<file path="src/rtl/led_pkg.sv">
// Shared definitions for the LED pattern generator: display mode encoding.
package led_pkg;

  typedef logic [1:0] mode_t;

  localparam mode_t MODE_BINARY = 2'd0;
  localparam mode_t MODE_PWM    = 2'd1;
  localparam mode_t MODE_BREATH = 2'd2;
  localparam mode_t MODE_CHASE  = 2'd3;

endpackage

</file>
<file path="src/rtl/led_prescaler.sv">
// Programmable tick prescaler: one-cycle tick every tick_div+1 enabled clocks,
// with a synchronous clear that restarts the count.
module led_prescaler #(
  parameter int unsigned PRESC_W = 16
) (
  input  logic               clk,
  input  logic               rst,
  input  logic               en,
  input  logic               clr,
  input  logic [PRESC_W-1:0] tick_div,
  output logic               tick
);

  logic [PRESC_W-1:0] presc_q, presc_d;
  logic               tick_q, tick_d;

  // >= rather than == so a lowered tick_div reloads at once instead of wrapping.
  always_comb begin
    presc_d = presc_q;
    tick_d  = 1'b0;
    if (clr) begin
      presc_d = '0;
    end else if (en) begin
      if (presc_q >= tick_div) begin
        presc_d = '0;
        tick_d  = 1'b1;
      end else begin
        presc_d = presc_q + PRESC_W'(1);
      end
    end
  end

  always_ff @(posedge clk or posedge rst) begin
    if (rst) begin
      presc_q <= '0;
      tick_q  <= 1'b0;
    end else begin
      presc_q <= presc_d;
      tick_q  <= tick_d;
    end
  end

  assign tick = tick_q;

endmodule

</file>
<file path="src/rtl/led_pattern_gen.sv">
// LED pattern generator: free-running counter, prescaled tick and per-channel PWM
// driving N LEDs in binary, PWM, breathing or chase mode.
module led_pattern_gen
  import led_pkg::*;
#(
  parameter int unsigned N_LEDS  = 3,
  parameter int unsigned CNT_W   = 22,
  parameter int unsigned TAP_LSB = 19,
  parameter int unsigned PRESC_W = 16,
  parameter int unsigned PWM_W   = 8
) (
  input  logic                      clk,
  input  logic                      rst,
  input  logic                      en,
  input  mode_t                     mode,
  input  logic [PRESC_W-1:0]        tick_div,
  input  logic [N_LEDS*PWM_W-1:0]   duty,
  output logic [N_LEDS-1:0]         leds,
  output logic                      tick
);

  typedef enum logic {DirUp = 1'b0, DirDown = 1'b1} dir_e;

  logic [CNT_W-1:0]  cnt_q, cnt_d;
  logic [PWM_W-1:0]  pwm_q, pwm_d;
  logic [PWM_W-1:0]  lvl_q, lvl_d;
  dir_e              dir_q, dir_d;
  logic [N_LEDS-1:0] rot_q, rot_d;
  logic [N_LEDS-1:0] leds_q, leds_d;
  mode_t             mode_q;
  logic              mode_chg;

  logic [N_LEDS-1:0] pwm_on, breath_on;

  assign mode_chg = (mode != mode_q);

  led_prescaler #(
    .PRESC_W (PRESC_W)
  ) u_presc (
    .clk      (clk),
    .rst      (rst),
    .en       (en),
    .clr      (mode_chg),
    .tick_div (tick_div),
    .tick     (tick)
  );

  // Odd channels breathe in antiphase to even ones.
  for (genvar i = 0; i < N_LEDS; i++) begin : g_ch
    logic [PWM_W-1:0] duty_ch;
    assign duty_ch   = duty[i*PWM_W +: PWM_W];
    assign pwm_on[i] = (pwm_q < duty_ch);
    if (i % 2 == 0) begin : g_even
      assign breath_on[i] = (pwm_q < lvl_q);
    end else begin : g_odd
      assign breath_on[i] = (pwm_q < ~lvl_q);
    end
  end

  always_comb begin
    cnt_d  = cnt_q;
    pwm_d  = pwm_q;
    lvl_d  = lvl_q;
    dir_d  = dir_q;
    rot_d  = rot_q;
    leds_d = '0;
    if (en) begin
      cnt_d = cnt_q + CNT_W'(1);
      pwm_d = pwm_q + PWM_W'(1);
      unique case (mode_q)
        MODE_BINARY: leds_d = cnt_q[TAP_LSB +: N_LEDS];
        MODE_PWM:    leds_d = pwm_on;
        MODE_BREATH: leds_d = breath_on;
        MODE_CHASE:  leds_d = rot_q;
        default:     leds_d = '0;
      endcase
      if (tick && !mode_chg) begin
        if (mode_q == MODE_BREATH) begin
          // Endpoints turn around immediately so neither extreme is held.
          if (dir_q == DirUp) begin
            if (lvl_q == '1) begin
              dir_d = DirDown;
              lvl_d = lvl_q - PWM_W'(1);
            end else begin
              lvl_d = lvl_q + PWM_W'(1);
            end
          end else if (lvl_q == '0) begin
            dir_d = DirUp;
            lvl_d = PWM_W'(1);
          end else begin
            lvl_d = lvl_q - PWM_W'(1);
          end
        end
        if (mode_q == MODE_CHASE) begin
          rot_d = (rot_q << 1) | (rot_q >> (N_LEDS - 1));
        end
      end
    end
    if (mode_chg) begin
      lvl_d = '0;
      dir_d = DirUp;
      rot_d = N_LEDS'(1);
    end
  end

  always_ff @(posedge clk or posedge rst) begin
    if (rst) begin
      cnt_q  <= '0;
      pwm_q  <= '0;
      lvl_q  <= '0;
      dir_q  <= DirUp;
      rot_q  <= N_LEDS'(1);
      leds_q <= '0;
      mode_q <= MODE_BINARY;
    end else begin
      cnt_q  <= cnt_d;
      pwm_q  <= pwm_d;
      lvl_q  <= lvl_d;
      dir_q  <= dir_d;
      rot_q  <= rot_d;
      leds_q <= leds_d;
      mode_q <= mode;
    end
  end

  assign leds = leds_q;

endmodule

</file>
<file path="config.mk">
export PLATFORM = sky130hd
export DESIGN_NAME = led_pattern_gen
export DESIGN_NICKNAME = d
export VERILOG_FILES = /design/src/rtl/led_pkg.sv /design/src/rtl/led_prescaler.sv /design/src/rtl/led_pattern_gen.sv
export SDC_FILE = /design/constraint.sdc
export NUM_CORES = 1
export LEC_CHECK = 0
export CELL_PAD_IN_SITES_DETAIL_PLACEMENT = 0
export CELL_PAD_IN_SITES_GLOBAL_PLACEMENT = 1
export CORE_ASPECT_RATIO = 1.1
export CORE_MARGIN = 3
export CORE_UTILIZATION = 44
export DETAILED_ROUTE_END_ITERATION = 10
export PLACE_DENSITY_LB_ADDON = 0.1
export SYNTH_ARGS = -nofsm -noshare
export SYNTH_HDL_FRONTEND = slang
export SYNTH_HIERARCHICAL = 1
export SYNTH_SLANG_ARGS = --single-unit
</file>
<file path="constraint.sdc">
create_clock -name clk -period 3 [get_ports clk]
set_input_delay 0.45 -clock clk [delete_from_list [all_inputs] [get_ports clk]]
set_output_delay 0.45 -clock clk [all_outputs]
set_load 0.01 [all_outputs]
</file>
# Word level (Yosys, flattened, before mapping)
# Index checks and enable logic that the tools add are counted.
# W data, S select, Z words.
dict set report op_classes {
  add_sub_neg 5
  n_lt_le_gt_ge 6
  eq_ne 5
  mux 26
  bitwise_logic 2
  n_reduce_logical 10
}
# operator count
set ops {}
lappend ops {{$mux W8} 7}
lappend ops {{$mux W16} 3}
lappend ops {{$lt A8 B8 Y1} 5}
lappend ops {{$add A22 B1 Y22 const B} 1}
lappend ops {{$add A16 B1 Y16 const B} 1}
lappend ops {{$add A8 B1 Y8 const B} 2}
lappend ops {{$ge A16 B16 Y1} 1}
lappend ops {{$mux W3} 5}
lappend ops {{$pmux W3 S4} 1}
lappend ops {{$mux W1} 10}
lappend ops {{$eq A8 B8 Y1 const B} 1}
lappend ops {{$logic_not A8 Y1} 1}
lappend ops {{$not A8 Y8} 1}
lappend ops {{$reduce_bool A2 Y1} 4}
lappend ops {{$sub A8 B1 Y8 const B} 1}
lappend ops {{$reduce_and A3 Y1} 2}
lappend ops {{$eq A2 B2 Y1 const B} 2}
lappend ops {{$or A3 B1 Y3} 1}
lappend ops {{$eq A2 B1 Y1 const B} 1}
lappend ops {{$logic_not A2 Y1} 1}
lappend ops {{$ne A2 B2 Y1} 1}
lappend ops {{$logic_and A1 B1 Y1} 1}
lappend ops {{$logic_not A1 Y1} 1}
dict set report word_totals {
  ff_bits 64
  output_inout_bits 4
  wordCells 63
}

# Depth between registers and ports, before layout
dict set report logic_depth {
  depth_word 7
  mapped_depth 9
  mapped_depth_nobuf 8
}

# Cells and area by module
# Netlist, hierarchy kept.
# module instances cells_each area_per_inst_um2
set modules_own_cells {}
lappend modules_own_cells {led_pattern_gen 1 336 3141.8}
lappend modules_own_cells {led_prescaler 1 157 1336.3}

# Worst setup path after synthesis
# No wires, ideal clock.
dict set report synth_path {
  path_type {in2reg}
  start {input port mode[0]}
  end {register u_presc.presc_q[11]}
  setup_time_ps 79
  arrival_time_ps 2096
  slack_ps 825
  stages 8
  path_buffers 1
  path_cell_list {or2_2 a21o_1 or2b_1 or3_4 a21oi_4 buf_4 nand3_1 mux2i_1}
}
dict set report synth_between {
  elab_chain_len 2
  word_cells_on_any_way 3
  cone_classes {eq/ne (1); mux (1); reduce/logical (1)}
}
# element line
set synth_rtl {}
lappend synth_rtl {{from (decl)} led_pattern_gen.sv:15} ;# input mode_t mode,
lappend synth_rtl {{$ne A2 B2 Y1 (*)} led_pattern_gen.sv:35} ;# assign mode_chg = (mode != mode_q);
lappend synth_rtl {{named net mode_chg} led_pattern_gen.sv:31} ;# logic mode_chg;
lappend synth_rtl {{$mux W16 or $reduce_bool A2 Y1 (tied branches)} --}
lappend synth_rtl {{to (signal assigned)} led_prescaler.sv:38} ;# presc_q <= presc_d;
lappend synth_rtl {{to (decl)} led_prescaler.sv:14} ;# logic [PRESC_W-1:0] presc_q, presc_d;
# The timed path passes the listed nets; every way through them passes the cells marked *.
# A chain may end at the register's enable or synchronous reset.

# Worst setup path in the final report
dict set report layout_path {
  start {register mode_q[0]}
  end {register u_presc.presc_q[9]}
}
dict set report layout_between {
  elab_chain_len 2
  word_cells_on_any_way 3
  cone_classes {eq/ne (1); mux (1); reduce/logical (1)}
}
# element line
set layout_rtl {}
lappend layout_rtl {{from (decl)} led_pattern_gen.sv:30} ;# mode_t mode_q;
lappend layout_rtl {{from (signal assigned)} led_pattern_gen.sv:122} ;# mode_q <= mode;
lappend layout_rtl {{$ne A2 B2 Y1 (*)} led_pattern_gen.sv:35}
lappend layout_rtl {{named net mode_chg} led_pattern_gen.sv:31}
lappend layout_rtl {{$mux W16 or $reduce_bool A2 Y1 (tied branches)} --}
# Marked as above.

==> metrics <==
sequential share of the synthesized area=0.3579; FF-to-FF path depth=8; global-route wire length before repair=17.24 mm; largest net degree at the start of global routing=28; worst-path cell chain=or2_2 -> a21o_1 -> or2b_1 -> or3_4 -> a21oi_4 -> buf_4 -> nand4_1 -> mux2i_1; Post-CTS Hold Fix Bufs=0; RSZ-0062 raised after global routing=no; vias in the first global route=3,683; final instance area=5300 µm²; commonest cells after routing, fill and taps aside=dfrtp_1, inv_1, ha_1; Detailed Route WL=9.761 mm; slowest CP cell=dfrtp_1; Post-synth ARST share=1.000; Final Hold Fails=0; Post-layout nets=648; commonest non-fill, non-tap cell in the layout=dfrtp_1; DIE HEIGHT=111.8 µm; CTS tree=built; placed wire-length estimate=7.508 mm; synth-to-layout area growth=18.36%; crit start category=flip-flop; antenna cell count=0; Rows=38; total number of vias=3,635; area share of the largest cell type after synthesis=0.3521; placer's final routability congestion estimate=0.7976; average wire per cell in the routed design=14.53 µm; I/O Buffers=48; DRT iter0 DRCs=101; CP required=3.26 ns; Worst-Skew Late Latency=0.35 ns; Leakage=2.526 nW; Vias/cell=5.409; Syn Nets=594; GRT Total Usage=0.1872; CP max FO=15; total gr overflow=0; share of cells above drive strength 1=0.06703; worst path arrival time=2.75 ns; Tightest Hold Check Type=primary input to async pin; Pins Over Slew Limit=0; number of flops mapped to enable cells by yosys=0; synth top area cells=dfrtp_1, ha_1, inv_1; Main synth FF type=dfrtp_1; worst clock skew=0.01307 ns; Die X=102.2 µm; H-Tree Level Count=3; worst vdd ir=323.2 µV; final setup violation count=0; TritonCTS Sinks=64; drt drc=0; Netlist cell types=62; post-CTS sizing=0; Setup Buffers After CTS=0; Placeable Area=9889 µm²; fin crit share=0.8301; root buffer cell=clkbuf_8; die area=11,430 µm²; initial antenna violation count=0; initial core utilization=0.4528; io pins=49; CTS Buf Count=9; setup TNS=0 ns; maximum clock frequency=0.4016 GHz; Post-Syn Area=4478 µm²; Power Density=486.0 nW/µm²; WS Path Type=flip-flop to flip-flop; Synth Register Bits=64; Max clock buf depth=2; Slew @ Worst Pin=0.8170 ns; Worst setup EP type=flip-flop; FILL cells=965; leading area contributor after synthesis=dfrtp_1; Slew Limit Headroom=0.4553; Cells after Synth=493; Reg clk slew, reported paths=0.07 ns; ANT nets after route=0; max incr delay on CP=0.55 ns; Synth Warn #=6; max-cap violation count=0; Syn Area/Cell=9.083 µm²; status=finished, final reports clean; post-route minimum period=2.490 ns; placed inst area=5102 µm²; drt first pass iters=4
registers in the layout, summed over array words and instances (netlist names):
signal,flops
pwm_q,8
rot_q,3
lvl_q,8
u_presc/tick,1
u_presc/presc_q,16
leds,3
mode_q,2
dir_q,1
cnt_q,22
per-stage QoR:
stage	hold WS, ns	util	setup WS, ns	instances	total power, W
5_1_grt	0.4819	0.5359	0.3369	672	0.002799
3_3_place_gp	0.4562	0.5159	0.2379	656	0.001815
4_1_cts	0.4607	0.5359	0.5030	672	0.002612
3_5_place_dp	0.4569	0.5159	0.1642	656	0.001843
2_1_floorplan	0.3761	-	0.8248	493	0.001597
6_report	0.4549	0.5359	0.5097	672	0.002576
final timing paths:
check                                     end       from  slack, ns
max                        u_presc/presc_q[9]  mode_q[0]       0.51
min                                 cnt_q[15]        rst       0.45
max reg2reg                u_presc/presc_q[9]  mode_q[0]       0.51
min reg2reg                         cnt_q[21]  cnt_q[21]       0.47
max in group asynchronous            rot_q[0]        rst       1.78
min in group clk                    cnt_q[21]  cnt_q[21]       0.47
where the power goes:
| group | internal, W | total (W) | switching (W) | leakage (nW) |
|---|---|---|---|---|
| Clock | 0.000405 | 0.000760 | 0.000355 | 0.0993 |
| Sequential | 0.000963 | 0.00115 | 0.000184 | 0.859 |
| Combinational | 0.000356 | 0.000669 | 0.000313 | 1.57 |
| Total | 0.00172 | 0.00258 | 0.000852 | 2.53 |
cells in the mapped netlist, types with 3 or more instances:
master / instances
o21ai_0: 18
o22ai_1: 3
a31oi_1: 5
nor2_1: 32
xor2_1: 9
a21oi_1: 23
inv_1: 62
a211oi_1: 6
nand4_1: 16
nand2b_1: 5
mux2_2: 3
nand2_1: 36
a22o_1: 5
xnor2_1: 22
dfrtp_1: 63
a21o_1: 5
nand3_1: 28
mux2i_1: 6
or3_1: 6
clkbuf_1: 8
nand3b_1: 3
nor3_1: 9
and3_1: 7
ha_1: 56
a211o_1: 4
and4_1: 5
logic make-up after synthesis:
kind of cell | count (synthesis) | synth area share
compound gates | 95 | 0.1467
xor+xnor | 31 | 0.06063
fa+ha+maj | 56 | 0.1565
buf+inv | 74 | 0.06510
flops | 64 | 0.3579
mux | 9 | 0.02096
simple gates | 164 | 0.1922
cell type report:
| cell class | instances | area, µm² | share of cell area |
|---|---|---|---|
| Multi-Input combinational cell | 355 | 2584 | 0.4875 |
| Clock buffer | 11 | 141.4 | 0.02668 |
| Clock inverter | 5 | 56.30 | 0.01062 |
| Inverter | 62 | 232.7 | 0.04391 |
| Sequential cell | 64 | 1603 | 0.3024 |
| Tap cell | 120 | 150.1 | 0.02833 |
| Timing Repair Buffer | 55 | 533.0 | 0.1006 |
routing by layer:
metal	share of wire	vias up	GRT usage
met3	0.032	13	0.03885
li1	-	1855	-
met1	0.47	1723	0.2475
met2	0.48	44	0.3052
met5	0	-	0
met4	0.017	0	0.05949
worst max-delay path, delay by kind of cell (launching register included):
kind                   cells  cell delay, ns
AND/OR/NAND/NOR            4            1.13
flip-flops                 1            0.55
multiplexers               1            0.14
AO/OA/AOI/OAI              2            0.38
buffers and inverters      1            0.21
No activity file was read; power rests on OpenSTA's default activity.
